===== config.mk =====
export PLATFORM = sky130hd
export DESIGN_NAME = dest_reg_pipe
export DESIGN_NICKNAME = d
export VERILOG_FILES = /design/src/rtl/dest_reg_pipe_pkg.sv /design/src/rtl/dest_reg_pipe_sat_counter.sv /design/src/rtl/dest_reg_pipe.sv
export SDC_FILE = /design/constraint.sdc
export NUM_CORES = 1
export LEC_CHECK = 0
export ABC_AREA = 0
export BUFFER_PORTS_ARGS = -buffer_cell sky130_fd_sc_hd__buf_2
export CAP_MARGIN = 5
export CORE_MARGIN = 8
export CORE_UTILIZATION = 41
export DETAILED_ROUTE_END_ITERATION = 7
export GPL_TIMING_DRIVEN = 1
export PLACE_DENSITY = 0.71
export SYNTH_ARGS = -nofsm -noshare
export SYNTH_HDL_FRONTEND = slang
export SYNTH_SLANG_ARGS = --single-unit

===== constraint.sdc =====
create_clock -name clk -period 1.6 [get_ports clk]
set_input_delay 0.24 -clock clk [delete_from_list [all_inputs] [get_ports clk]]
set_output_delay 0.24 -clock clk [all_outputs]
set_load 0.05 [all_outputs]

===== src/rtl/dest_reg_pipe_pkg.sv =====
// Shared definitions for the destination-register tracking pipeline.
// The network-write FSM states and the "no destination" register specifier.
package dest_reg_pipe_pkg;

    typedef enum logic [1:0] {
        NET_NORMAL = 2'd0,
        NET_DRAIN  = 2'd1,
        NET_GRANT  = 2'd2
    } net_fsm_e;

    // Register 0 is never a real destination, so it marks an empty slot.
    localparam int REG_ZERO = 0;

endpackage


===== src/rtl/dest_reg_pipe_sat_counter.sv =====
// Saturating up-counter with synchronous clear.
// The clear wins over an increment that arrives in the same cycle.
module sat_counter #(
    parameter int CNT_W = 16
) (
    input  logic             clk,
    input  logic             n_reset,
    input  logic             inc_i,
    input  logic             clr_i,
    output logic [CNT_W-1:0] count_o
);

    localparam logic [CNT_W-1:0] CNT_MAX = '1;

    logic [CNT_W-1:0] count_q, count_d;

    always_comb begin
        count_d = count_q;
        if (clr_i) begin
            count_d = '0;
        end else if (inc_i && (count_q != CNT_MAX)) begin
            count_d = count_q + 1'b1;
        end
    end

    always_ff @(posedge clk or negedge n_reset) begin
        if (!n_reset) begin
            count_q <= '0;
        end else begin
            count_q <= count_d;
        end
    end

    assign count_o = count_q;

endmodule


===== src/rtl/dest_reg_pipe.sv =====
// Tracks the destination register of in-flight instructions through EX, M and WB,
// and interlocks network register writes by draining the pipe before granting.
module dest_reg_pipe
    import dest_reg_pipe_pkg::*;
#(
    parameter int reg_width = 6,
    parameter int CNT_W     = 16
) (
    input  logic                 clk,
    input  logic                 n_reset,
    input  logic                 dec_valid_i,
    input  logic                 dec_wen_i,
    input  logic [reg_width-1:0] dec_op_dest_i,
    input  logic                 stall_i,
    input  logic                 flush_i,
    input  logic                 net_reg_write_cmd_i,
    input  logic                 clear_count_i,
    output logic [reg_width-1:0] ex_op_dest_o,
    output logic [reg_width-1:0] m_op_dest_o,
    output logic [reg_width-1:0] wb_op_dest_o,
    output logic                 wb_wen_o,
    output logic                 pipe_empty_o,
    output logic                 net_busy_o,
    output logic                 net_grant_o,
    output logic [CNT_W-1:0]     bubble_count_o
);

    localparam logic [reg_width-1:0] ZERO_DEST = reg_width'(REG_ZERO);

    logic [reg_width-1:0] ex_q, ex_d;
    logic [reg_width-1:0] m_q, m_d;
    logic [reg_width-1:0] wb_q, wb_d;
    net_fsm_e             state_q, state_d;
    logic                 issue;
    logic                 blocked;
    logic                 bubble;

    // Issue / bubble decision. An idle decode is only a bubble while the FSM
    // holds decode off; a valid non-writing instruction never counts.
    always_comb begin
        blocked = stall_i | flush_i | (state_q != NET_NORMAL);
        issue   = dec_valid_i & dec_wen_i & ~blocked;
        bubble  = (dec_valid_i & dec_wen_i & blocked) |
                  (~dec_valid_i & (state_q != NET_NORMAL));
        ex_d    = issue ? dec_op_dest_i : ZERO_DEST;
        m_d     = ex_q;
        wb_d    = m_q;
    end

    always_comb begin
        state_d     = state_q;
        net_busy_o  = 1'b0;
        net_grant_o = 1'b0;
        case (state_q)
            NET_NORMAL: begin
                if (net_reg_write_cmd_i) state_d = NET_DRAIN;
            end
            NET_DRAIN: begin
                net_busy_o = 1'b1;
                if (pipe_empty_o) state_d = NET_GRANT;
            end
            NET_GRANT: begin
                net_busy_o  = 1'b1;
                net_grant_o = 1'b1;
                state_d     = NET_NORMAL;
            end
            default: state_d = NET_NORMAL;
        endcase
    end

    // Older stages always advance; only the EX load is gated.
    always_ff @(posedge clk or negedge n_reset) begin
        if (!n_reset) begin
            ex_q    <= ZERO_DEST;
            m_q     <= ZERO_DEST;
            wb_q    <= ZERO_DEST;
            state_q <= NET_NORMAL;
        end else begin
            ex_q    <= ex_d;
            m_q     <= m_d;
            wb_q    <= wb_d;
            state_q <= state_d;
        end
    end

    assign ex_op_dest_o = ex_q;
    assign m_op_dest_o  = m_q;
    assign wb_op_dest_o = wb_q;
    assign wb_wen_o     = (wb_q != ZERO_DEST);
    assign pipe_empty_o = (ex_q == ZERO_DEST) && (m_q == ZERO_DEST) && (wb_q == ZERO_DEST);

    sat_counter #(.CNT_W(CNT_W)) u_bubble_cnt (
        .clk     (clk),
        .n_reset (n_reset),
        .inc_i   (bubble),
        .clr_i   (clear_count_i),
        .count_o (bubble_count_o)
    );

endmodule


==> results.txt, run 1 <==
Timing analysis after detailed placement gives a worst setup slack of -0.141 ns. The number of max-slew violations in the final report was 0; the area share of the largest cell type after synthesis was 0.496. The setup check on the worst reg-to-reg path leaves a slack of -0.11 ns. Among all flip-flop cells after synthesis, the most frequent one is sky130_fd_sc_hd__dfrtp_1. The first global-routing pass estimated 8460 um of wire. The final number of hold-violating endpoints is 0.

The worst register-to-register path ends at state_q[1]. The logs give 2 for the maximum clock path buffer count and 0.161 for the total global routing track utilization. The area inside the core boundary is 4320 sq um, and the simple-gate share of the synthesized area is 0.280. After detailed routing, the total wire length is 5120 um. Routability-driven placement finished with a final weighted congestion of 0.827. The power density over cell area came out at 1030 nW/um^2. The area growth from synthesis to layout is 54.7%.

TritonCTS built the clock tree. The post-synthesis compound-gate area fraction is 0.103, and the DRC marker count from the first detailed-route iteration is 99. For the via count of the first global-routing pass, the log shows 1795.

The total buffers and inverters traversed by the critical path is 1, and the met2 usage is 0.291. The critical path runs through a total of 4 cells. The clock reaches the later pin of the worst-skew pair after 0.30 ns.

Endpoint type of the worst setup path: an output port. The H-tree was split into 2 levels. The adder-cell share of the synthesized area works out to 0.0345. The kind of launch point of the worst setup path is a register. Fill cells in the final layout number 339. The share of synthesized flip-flops with an asynchronous set or reset came out at 1.00.

The average vias per placed instance was 5.23; the post-synthesis cell type count was 44. The tools report the post-route core utilization as 0.650. The clock net in this run drives a total of 36 sinks. The area share of xor/xnor cells in the synthesized design came out at 0. On the final layout, the worst clock skew is 0.0112 ns. The met3 usage is 0.0325. Registers take 931 sq um. The startpoint of the lowest-slack hold path was dec_op_dest_i[1].

The first TritonRoute pass finished after 4 iterations. The die span in y was 82.5 um; the worst reg-to-reg path cell count was 5. The total of max-cap violations was 0. Startpoint of the most critical setup path: m_op_dest_o[4]. Post-synthesis mux area share: 0.0675.

Maximum number of pins on one net before global-route repair: 28. The share of the clock period used by the worst path after layout works out to 1.07. The floorplan step defined a die boundary enclosing 6810 sq um. Area taken by multi-input logic gates: 1070 sq um.

The final layout contains 286 nets. By area, the combinational part of the netlist is dominated by simple AND/OR/NAND/NOR gates. Count of standard-cell rows: 24.

The maximum VDD drop was 625 uV; the total DRC errors in the routed layout was 0. For the final instance area, the log shows 2810 sq um. The total nets after synthesis is 184, and the number of warning messages in the yosys log is 0.

The tools report the met1 demand-to-capacity share in global routing as 0.175. The cell area that synthesis handed to floorplanning was 1820 sq um. The smallest setup slack after layout was -0.114 ns; the layout cell share with drive strength beyond 1 was 0.601. Setup total negative slack on the finished layout was measured at -0.851 ns. Setup repair after global routing could not meet its margin everywhere.

On the worst path, the slowest cell contributes a delay of 0.40 ns. After detailed placement, the design holds a cell count of 303. Excluding fillers, the count of instances in the completed layout stands at 320.

Setup violations remaining at the end of the flow were counted as 13. Detailed routing inserted a total of 1675 vias. The critical path class was reg -> out. The min-delay analysis places its worst path in the category in -> reg.

The tools report the termination of the worst setup path as pipe_empty_o. The checks that failed: setup timing. The tree is rooted in a sky130_fd_sc_hd__clkbuf_8. The total power draw is 2.88 mW. The number of buffers created by CTS came out at 5.

The critical path goes through nor4_2 -> nand3_2 -> nor2_4 -> buf_6. The floorplan step set the die width to 82.5 um. The run gives 0.152 ns as the hold slack. The run gives 0.621 as the headroom to the max-slew limit.

The worst register-to-register path begins at m_op_dest_o[4]. Instance count of the mapped netlist: 165. Among cell families on the critical path, the largest total delay comes from simple AND/OR/NAND/NOR gates. Subtracting the final worst setup slack from the clock period gives 1.71 ns. The logs give 3620 um for the detailed-placement wirelength estimate and 52 for the total I/O pin count.

The count of flip-flops with a built-in enable after synthesis was 0; the starting density of the core was 0.420. The average detailed-routed wire length per instance was 16.0 um. Clock-pin slew was measured on the worst setup and hold paths at 0.08 ns. For this run, the top clock speed supported by timing is 583 MHz. The run finished, with violations left. At the pin with the least slew margin, the transition time is 0.568 ns. Data on the critical path arrives at its endpoint at 1.47 ns. After synthesis, the cell types taking the most area are sky130_fd_sc_hd__dfrtp_1, sky130_fd_sc_hd__mux2_1, sky130_fd_sc_hd__nor2b_1, sky130_fd_sc_hd__ha_1, sky130_fd_sc_hd__nor2_1. In this run the tool buffered the top-level ports with 51 buffer cells. Static power due to leakage: 1.46 nW.

0 antenna diodes ended up in the layout. The synthesized design spends more area on one cell type than any other, namely sky130_fd_sc_hd__dfrtp_1. In this run the most used layer during global routing was met2. Mean instance size in the synthesized netlist: 11.0 sq um.

The logs give 2500 sq um for the placement-stage cell area and 0 for the global route total overflow. The highest-delay cell along the critical path was sky130_fd_sc_hd__dfrtp_1. After synthesis the netlist holds a flip-flop and latch count of 36. Once detail routing completed, the nets flagged for antenna violations numbered 0. Data on the critical path is required at its endpoint by 1.36 ns. The logs give 0.496 for the part of the Yosys area used for sequential elements and 0 for the number of antenna violations at the first check in global routing. Along the worst path, the maximum fanout reaches 3.
## cell usage in the layout (no fill, tap or decap), types with 3 or more instances in the layout
master | netlist | routed
sky130_fd_sc_hd__nand2b_1 | 3 | 3
sky130_fd_sc_hd__nor2b_1 | 11 | 11
sky130_fd_sc_hd__buf_4 | 0 | 43
sky130_fd_sc_hd__dfrtp_2 | 0 | 18
sky130_fd_sc_hd__ha_1 | 5 | 3
sky130_fd_sc_hd__nor2_1 | 16 | 15
sky130_fd_sc_hd__clkbuf_8 | 0 | 5
sky130_fd_sc_hd__nor4_2 | 1 | 3
sky130_fd_sc_hd__nand2_1 | 7 | 5
sky130_fd_sc_hd__inv_1 | 6 | 3
sky130_fd_sc_hd__a21oi_1 | 5 | 4
sky130_fd_sc_hd__nor4_1 | 9 | 4
sky130_fd_sc_hd__mux2_1 | 10 | 8
sky130_fd_sc_hd__and2_1 | 6 | 6
sky130_fd_sc_hd__buf_6 | 0 | 5
sky130_fd_sc_hd__nand3_1 | 4 | 3
sky130_fd_sc_hd__a211oi_2 | 0 | 5
sky130_fd_sc_hd__nor4_4 | 0 | 3
sky130_fd_sc_hd__nand4_1 | 3 | 3
sky130_fd_sc_hd__dfrtp_1 | 36 | 16
sky130_fd_sc_hd__buf_2 | 0 | 49
## synth_stat cells (2+ instances only)
| master | n |
|---|---|
| sky130_fd_sc_hd__clkbuf_1 | 3 |
| sky130_fd_sc_hd__or2_0 | 2 |
| sky130_fd_sc_hd__ha_1 | 5 |
| sky130_fd_sc_hd__nand2_1 | 7 |
| sky130_fd_sc_hd__o21a_1 | 2 |
| sky130_fd_sc_hd__a211oi_1 | 6 |
| sky130_fd_sc_hd__nor3_1 | 3 |
| sky130_fd_sc_hd__a21oi_1 | 5 |
| sky130_fd_sc_hd__nor4_1 | 9 |
| sky130_fd_sc_hd__nand2b_1 | 3 |
| sky130_fd_sc_hd__and2_1 | 6 |
| sky130_fd_sc_hd__nand3_1 | 4 |
| sky130_fd_sc_hd__and3_1 | 2 |
| sky130_fd_sc_hd__mux2_1 | 10 |
| sky130_fd_sc_hd__nand4_4 | 2 |
| sky130_fd_sc_hd__nor2_1 | 16 |
| sky130_fd_sc_hd__nor2b_1 | 11 |
| sky130_fd_sc_hd__dfrtp_1 | 36 |
| sky130_fd_sc_hd__nand4_1 | 3 |
| sky130_fd_sc_hd__inv_1 | 6 |
## registers in the layout, indices dropped and copies added, names as in the netlist
register	flops
u_bubble_cnt.count_o	16
ex_op_dest_o	6
m_op_dest_o	6
wb_op_dest_o	6
state_q	2
## logic make-up (layout without fill, tap and decap cells)
group	after synthesis	after routing
buffers and inverters	9	112
DFF	36	36
adders and majority gates	5	5
and+or+nand+nor	79	79
AOI/OAI and AO/OA	25	25
muxes	11	11
## per-layer routing
| layer | vias to the layer above | routed length [um] |
|---|---|---|
| li1 | 810 | - |
| met3 | 12 | 220 |
| met4 | 0 | 113 |
| met5 | - | 0 |
| met2 | 30 | 2830 |
| met1 | 823 | 1950 |
## how the worst min path moves through the flow
stage	endpoint	slack, ns	cells past startpoint
final	ex_op_dest_o[1]	0.15	2
after detailed placement	u_bubble_cnt.count_o[1]	0.27	1
after global placement	u_bubble_cnt.count_o[1]	0.26	1
after CTS	ex_op_dest_o[1]	0.15	2
after global routing	ex_op_dest_o[1]	0.16	2
after floorplan	ex_op_dest_o[0]	-0.06	0
## final cells by class
type,count,area share
Clock inverter,3,0.00668
Timing Repair Buffer,98,0.226
Tap cell,52,0.0232
Inverter,6,0.00891
Multi-Input combinational cell,120,0.380
Sequential cell,36,0.331
Clock buffer,5,0.0245
## report_power, final
part	internal (mW)	leakage (nW)	switching [mW]
clock network	0.303	0.0479	0.346
logic	0.499	0.950	0.717
registers	0.975	0.464	0.0413
## timing repair
| item | 4_1_cts | 5_1_grt |
|---|---|---|
| resized for setup | 17 | 17 |
| cloned | 0 | 0 |
| setup endpoints to repair | 17 | 19 |
| endpoints found under the hold margin | 22 | 0 |
| pin swaps | 8 | 11 |
| buffers inserted | 4 | 5 |
| hold buffers | 1 | 0 |
(Power assumes the default switching activity.)
==> run 2, diff against run 1 <==
--- a/config.mk
+++ b/config.mk
@@ -10,9 +10,10 @@
 export CAP_MARGIN = 5
 export CORE_MARGIN = 8
 export CORE_UTILIZATION = 41
+export CTS_CLUSTER_SIZE = 40
 export DETAILED_ROUTE_END_ITERATION = 7
 export GPL_TIMING_DRIVEN = 1
-export PLACE_DENSITY = 0.71
+export PLACE_DENSITY = 0.68
 export SYNTH_ARGS = -nofsm -noshare
 export SYNTH_HDL_FRONTEND = slang
 export SYNTH_SLANG_ARGS = --single-unit
==> constraint.sdc (replaced) <==
create_clock -name clk -period 1.8 [get_ports clk]
set_input_delay 0.27 -clock clk [delete_from_list [all_inputs] [get_ports clk]]
set_output_delay 0.27 -clock clk [all_outputs]
set_load 0.05 [all_outputs]
==> results.txt, run 2 (synthesis gave the netlist of run 1 again) <==
The critical path class was reg -> reg. In this run the remaining antenna-violating nets after routing total 0. The detailed-placement wirelength estimate came out at 3390 um. The tools report the total global routing track utilization as 0.144. The number of failing setup endpoints in the final timing report is 0. The via count of the first global-routing pass was 1556; the port buffer count was 51. The total area inside the core boundary comes to 4320 sq um.

Highest-delay cell along the critical path: sky130_fd_sc_hd__dfrtp_2. Average detailed-routed wire length per instance: 16.2 um. STA puts the critical path data required time at 1.97 ns.

The stage delay of the slowest cell on the critical path is 0.43 ns. The top cell types in the final layout, fill and taps aside, are sky130_fd_sc_hd__buf_2, sky130_fd_sc_hd__dfrtp_1, sky130_fd_sc_hd__dfrtp_2. The worst setup path is launched from a register. Endpoint type of the worst setup path: a register. IR analysis of the VDD net gives a maximum drop of 479 uV. The die covers 6810 sq um. At the pin with the least slew margin, the transition time is 0.470 ns. For the starting density of the core, the log shows 0.420. For the total I/O pin count, the log shows 52. The multi-input combinational cells in the finished layout cover a total of 1010 sq um. Leaving out fill and tap cells, the most frequent cell in the layout is sky130_fd_sc_hd__buf_2.

The final layout contains routed wiring with a total length of 4640 um. Layout cell share with drive strength beyond 1: 0.498. The first global-routing pass estimated 7600 um of wire.

Of all nets on the critical path, the largest fanout is 3. The min-delay analysis places its worst path in the category in -> async. Number of antenna violations at the first check in global routing: 0. The total DRC errors in the routed layout is 0, and the power density over cell area is 985 nW/um^2.

The number of max-slew violations in the final report is 0, and the overall die width is 82.5 um. Counting cells, the worst reg-to-reg path comes to 6. TritonCTS built the clock tree. Placement-stage cell area: 2240 sq um. The flow ran to the end, and the final reports show no timing, DRC or antenna violations. In this run, placement finished with an instance count of 274. Worst slack after detailed placement: -0.00113 ns.

Buffers inserted during clock tree synthesis total 5. The longest clock path from root to sink contains 2 buffers. The first routing iteration left 73 violations. The register-to-register setup slack is 0.01 ns, and the final instance area is 2510 sq um.

The congestion estimate from routability-driven global placement came to 0.940. The area growth from synthesis to layout was 38.2%. Final number of hold-violating endpoints: 0. In this run the vertical extent of the chip is 82.5 um. Setup repair after global routing could not meet its margin everywhere. For the smallest setup slack after layout, the log shows 0.0128 ns. The routed design could run at a clock period as short as 1.79 ns.

After detailed routing, the number of vias per cell comes to 5.37. The final layout contains 253 nets. The filler cells instantiated in the layout total 384. The tools report the data arrival time at the worst-slack endpoint as 1.96 ns. Traced cell by cell, the critical path runs through ha_4 -> and4_4 -> nor3b_4 -> buf_6 -> a211oi_2 -> mux2_1. Between clock sinks in the finished design, the worst skew comes to 0.00765 ns. For the headroom to the max-slew limit, the log shows 0.684. The endpoint identified for the worst register-to-register timing path is u_bubble_cnt.count_o[3]. The final route contains 1541 vias. The total buffers and inverters traversed by the critical path works out to 1. The tools report the worst flop-to-flop path startpoint as u_bubble_cnt.count_o[1].

The tool flagged a number of max-cap violations equal to 0. The run gives 2 as the H-tree depth. The cell family with the largest share of critical-path delay is flip-flops. The analysis attributes to cell leakage a power of 1.25 nW. Row generation in the floorplan step produced 24 rows.

Count of inserted antenna diode cells: 0. Registers take 921 sq um. The final instance count without filler cells is 287, and the global route total overflow is 0. For the maximum number of pins on one net before global-route repair, the log shows 37.

The clock insertion delay at the later pin of the skew report was 0.29 ns. The total iterations of the first detailed-routing run was 4. For this design, the sink count on the clock tree is 36. The buffer type at the clock tree root is sky130_fd_sc_hd__clkbuf_8. The register with the most flip-flops in the layout has 16 of them.

The clock transition time at the flip-flop clock pins of the worst setup and hold paths came out at 0.08 ns. The share of the clock period used by the worst path after layout works out to 0.993. The tools report the maximum clock rate as 560 MHz.
[run 2: changes by cell type in the layout (fill, tap and decap cells not counted), sizes merged]
cell	previous run	this run
buf	97	65
clkinvlp	0	1
clkinv	3	1
bufinv	0	1
dlygate4sd3	1	0
[run 2: worst max path at each step]
| stage | from | end | slack, ns | depth (start not counted) |
|---|---|---|---|---|
| floorplan | u_bubble_cnt.count_o[0] | u_bubble_cnt.count_o[11] | -0.04 | 5 |
| global placement | u_bubble_cnt.count_o[0] | u_bubble_cnt.count_o[9] | 0.04 | 5 |
| detailed placement | state_q[0] | u_bubble_cnt.count_o[11] | -0.001 | 6 |
| CTS | u_bubble_cnt.count_o[0] | u_bubble_cnt.count_o[5] | 0.02 | 5 |
| global route | u_bubble_cnt.count_o[1] | u_bubble_cnt.count_o[3] | -0.02 | 6 |
| finish | u_bubble_cnt.count_o[1] | u_bubble_cnt.count_o[3] | 0.01 | 6 |
[run 2: report_power, final]
group          internal [mW]  total, mW  switching, mW
Combinational          0.292      0.861          0.570
Sequential             0.860      0.898         0.0383
Clock                  0.410      0.711          0.301
[run 2: repair_timing]
action,CTS,global route
setup endpoints to repair,4,15
resized for setup,7,16
setup buffers,1,4
hold buffers,0,0
pin swaps,1,3
[run 2: worst reg2reg max path: cells and delay by family, from the launching register on]
family          cells  cell delay [ns]
compound gates      1             0.26
fa+ha+maj           1             0.17
buf+inv             1             0.13
flops               1             0.43
mux                 1             0.34
simple gates        2             0.34
[run 2: cell type report]
type,count,area share
clock inverter,3,0.0170
sequential,36,0.367
multi-input combinational,120,0.404
inverter,6,0.00898
tap,52,0.0259
timing repair buffer,65,0.149
clock buffer,5,0.0274
[run 2: stage by stage]
step	TNS (ns)	hold slack [ns]	util	power [mW]
3_3_place_gp	0	0.339	0.518	1.71
3_5_place_dp	-0.00113	0.347	0.518	1.71
6_report	0	0.0146	0.580	2.47
2_1_floorplan	-0.220	-0.0256	-	1.46
4_1_cts	0	0.0314	0.554	2.45
5_1_grt	-0.0474	0.0540	0.580	2.59
[run 2: layer usage]
| metal | share of wire | up-vias | global-route usage |
|---|---|---|---|
| met4 | 0.014 | 0 | 0.0569 |
| met2 | 0.52 | 32 | 0.243 |
| met1 | 0.42 | 760 | 0.171 |
| met5 | 0 | - | 0 |
| met3 | 0.048 | 8 | 0.0400 |
| li1 | - | 741 | - |
==> run 3, diff against run 2 <==
--- a/config.mk
+++ b/config.mk
@@ -5,7 +5,7 @@
 export SDC_FILE = /design/constraint.sdc
 export NUM_CORES = 1
 export LEC_CHECK = 0
-export ABC_AREA = 0
+export ABC_AREA = 1
 export BUFFER_PORTS_ARGS = -buffer_cell sky130_fd_sc_hd__buf_2
 export CAP_MARGIN = 5
 export CORE_MARGIN = 8
==> results.txt, run 3 <==
The flow ran to the end, and the final reports show no timing, DRC or antenna violations. By area the synthesized netlist is led by sky130_fd_sc_hd__dfrtp_1, sky130_fd_sc_hd__nand2_1, sky130_fd_sc_hd__inv_1, sky130_fd_sc_hd__nor2_1, sky130_fd_sc_hd__nand3_1. The total setup buffers inserted after CTS came out at 0. Traced cell by cell, the critical path runs through or2_2 -> nor2_2 -> nand3_2 -> inv_1 -> buf_6.

The clock insertion delay at the later pin of the skew report is 0.29 ns, and the clock transition time at the flip-flop clock pins of the worst setup and hold paths is 0.08 ns. In this run the worst path has a maximum fanout of 2. The smallest clock period supported by the final layout is computed as 1.72 ns. The first global-routing pass estimated 6890 um of wire.

On the critical path, the stage with the largest delay is an instance of sky130_fd_sc_hd__dfrtp_1. The share of the clock period used by the worst path after layout is 0.953, and the global route total overflow is 0. The total power draw is 2.24 mW, and the residual antenna-violating net count after detailed routing is 0.

The share of synthesized flip-flops with an asynchronous set or reset works out to 1.00. The number of max-slew violations in the final report came out at 0. The type of the most critical hold path is in -> async. The total I/O pin count came out at 52. The part of the Yosys area used for sequential elements was 0.496. Measured along the x axis, the die boundary spans 82.6 um. The main flop type after synthesis was sky130_fd_sc_hd__dfrtp_1.

The cell family with the largest share of critical-path delay was simple AND/OR/NAND/NOR gates. In this run, synthesis produced a sequential element count of 36. Dividing the detail-routed via count by the number of cells gives 4.73. For the final number of hold-violating endpoints, the log shows 0. The run gives 0 as the number of antenna violations at the first check in global routing. The logs give 1.53 ns for the critical path data required time and 5 for the number of buffers created by CTS. 0 antenna diodes ended up in the layout. Adding up every negative setup slack in the final design gives 0 ns. Leaving out fill and tap cells, the most frequent cell in the layout is sky130_fd_sc_hd__nand2_1.

Clock tree synthesis found a total of 36 sinks. The total area inside the core boundary comes to 4320 sq um. Layout cell share with drive strength beyond 1: 0.259. For the number of failing setup endpoints in the final timing report, the log shows 0. The run gives 312 as the layout net count. The tools report the starting density of the core as 0.420.

The floorplan step defined a die boundary enclosing 6820 sq um. The die span in y was 82.6 um; the total via count in the routed design was 1637. The synthesized area is 1820 sq um.

Counting the fill cells in the layout gives 421. Sorting the synthesized cells by how often they occur yields sky130_fd_sc_hd__nand2_1, sky130_fd_sc_hd__dfrtp_1, sky130_fd_sc_hd__inv_1, sky130_fd_sc_hd__nor2_1, sky130_fd_sc_hd__nand3_1. Wires add up to 4280 um.

Relative to the synthesized area, the layout overhead comes to 25.7%. For this run, design rule violations remaining after detail routing come to 0. The worst setup path is captured at an output port. Setup repair after global routing left no endpoint under its margin. During synthesis, Yosys emitted a total of 0 warnings.

Together, buffers and inverters on the worst path number 2. For the pin with the worst max-slew slack, the measured transition is 0.805 ns. The library cells used most frequently in the layout, excluding fill and tap cells, are sky130_fd_sc_hd__nand2_1, sky130_fd_sc_hd__buf_2, sky130_fd_sc_hd__dfrtp_1. The area share of the largest cell type after synthesis works out to 0.496.

The total iterations of the first detailed-routing run is 5. In this run, distinct cell masters in the synthesized netlist total 20. After technology mapping, the gate count stands at 233. The analysis attributes to cell leakage a power of 1.36 nW.

sky130_fd_sc_hd__dfrtp_1 takes more of the synthesized area than any other cell. The clock arrives with 0.00723 ns of skew. Final hold analysis gives a worst-case slack of 0.0565 ns. Power spread over the standard cell area amounts to 979 nW/um^2. The kind of launch point of the worst setup path is a register. In this design, the stage delay of the slowest critical-path cell is 0.37 ns.

For the H-tree depth, the log shows 2. Entering global routing, the biggest net connects 37 pins. Number of flip-flops in the largest register: 16.

Total nets after synthesis: 252. The logs give 0.0929 ns for the worst slack after detailed placement and 0 for the total of max-cap violations. In the post-route analysis, the smallest setup slack over all paths is 0.0839 ns. The mean instance size in the synthesized netlist works out to 7.80 sq um.

The count of flip-flops with a built-in enable after synthesis is 0, and the maximum clock rate is 583 MHz. TritonCTS built the clock tree. The tools report the hold buffer count at CTS as 0.

The DRC marker count from the first detailed-route iteration was 80. The floorplan has 24 rows. The tools report the headroom to the max-slew limit as 0.463. The cell with the most instances after synthesis is sky130_fd_sc_hd__nand2_1. Input and output buffers added on the ports amount to 51. After detailed routing, the average wire length per cell comes to 12.4 um. Total global routing track utilization: 0.132. Summed over all nets, the half-perimeter wirelength after detailed placement is 3250 um. The worst reg-to-reg path cell count was 8; the global placement routability congestion was 0.810. The data arrival time at the worst-slack endpoint was 1.45 ns. The via count of the first global-routing pass was 1494; the critical path depth in cells was 5.

The run gives 778 uV as the maximum VDD drop. The critical path is of the reg -> out type. The cell sitting at the root of the clock tree is a sky130_fd_sc_hd__clkbuf_8. The worst register-to-register path has a setup slack of 0.14 ns. Maximum clock path buffer count: 2.
## run 3: per-stage QoR
stage / cell area (sq um) / std cells / util
finish: 2280 / 346 / 0.528
global route: 2280 / 346 / 0.528
CTS: 2260 / 345 / 0.524
global placement: 2150 / 337 / 0.497
floorplan: 1820 / 233 / -
detailed placement: 2150 / 337 / 0.497
## run 3: routing by layer
metal / GRT usage / vias up / wire length [um]
met5: 0 / - / 0
li1: - / 845 / -
met1: 0.160 / 746 / 1890
met3: 0.0400 / 6 / 295
met2: 0.212 / 40 / 2030
met4: 0.0586 / 0 / 74
## run 3: kinds of logic (layout without fill, tap and decap cells)
kind of cell / count (synthesis) / in the layout / synth area share
simple gates: 145 / 146 / 0.349
flops: 36 / 36 / 0.496
buf+inv: 35 / 95 / 0.0764
compound gates: 8 / 8 / 0.0248
fa+ha+maj: 5 / 5 / 0.0344
xor+xnor: 4 / 4 / 0.0193
## run 3: where the power goes
part	switching, mW	total [mW]	internal, mW
clock	0.311	0.721	0.410
sequential	0.0418	0.894	0.853
combinational	0.462	0.620	0.159
## run 3: what timing repair did
item                                    CTS  global route
resized for setup                         2             3
hold endpoints to repair                  0             0
gates cloned                              0             1
pin swaps                                 0             1
endpoints found under the setup margin    1            12
## run 3: cell type report
type	count	area (sq um)	area share
clock inverter	3	42.5	0.0186
tap	52	65.1	0.0285
multi-input combinational	163	796	0.348
timing repair buffer	54	284	0.124
inverter	33	124	0.0542
sequential	36	903	0.396
clock buffer	5	68.8	0.0301
## run 3: path summary, 6_finish.rpt
| path | from | to |
|---|---|---|
| min in group clk | dec_op_dest_i[0] | ex_op_dest_o[0] |
| setup reg to reg | state_q[0] | u_bubble_cnt.count_o[9] |
| max in group asynchronous | n_reset | u_bubble_cnt.count_o[1] |
| hold / removal | n_reset | ex_op_dest_o[1] |
| hold reg to reg | m_op_dest_o[1] | wb_op_dest_o[1] |
| setup / recovery | wb_op_dest_o[1] | pipe_empty_o |
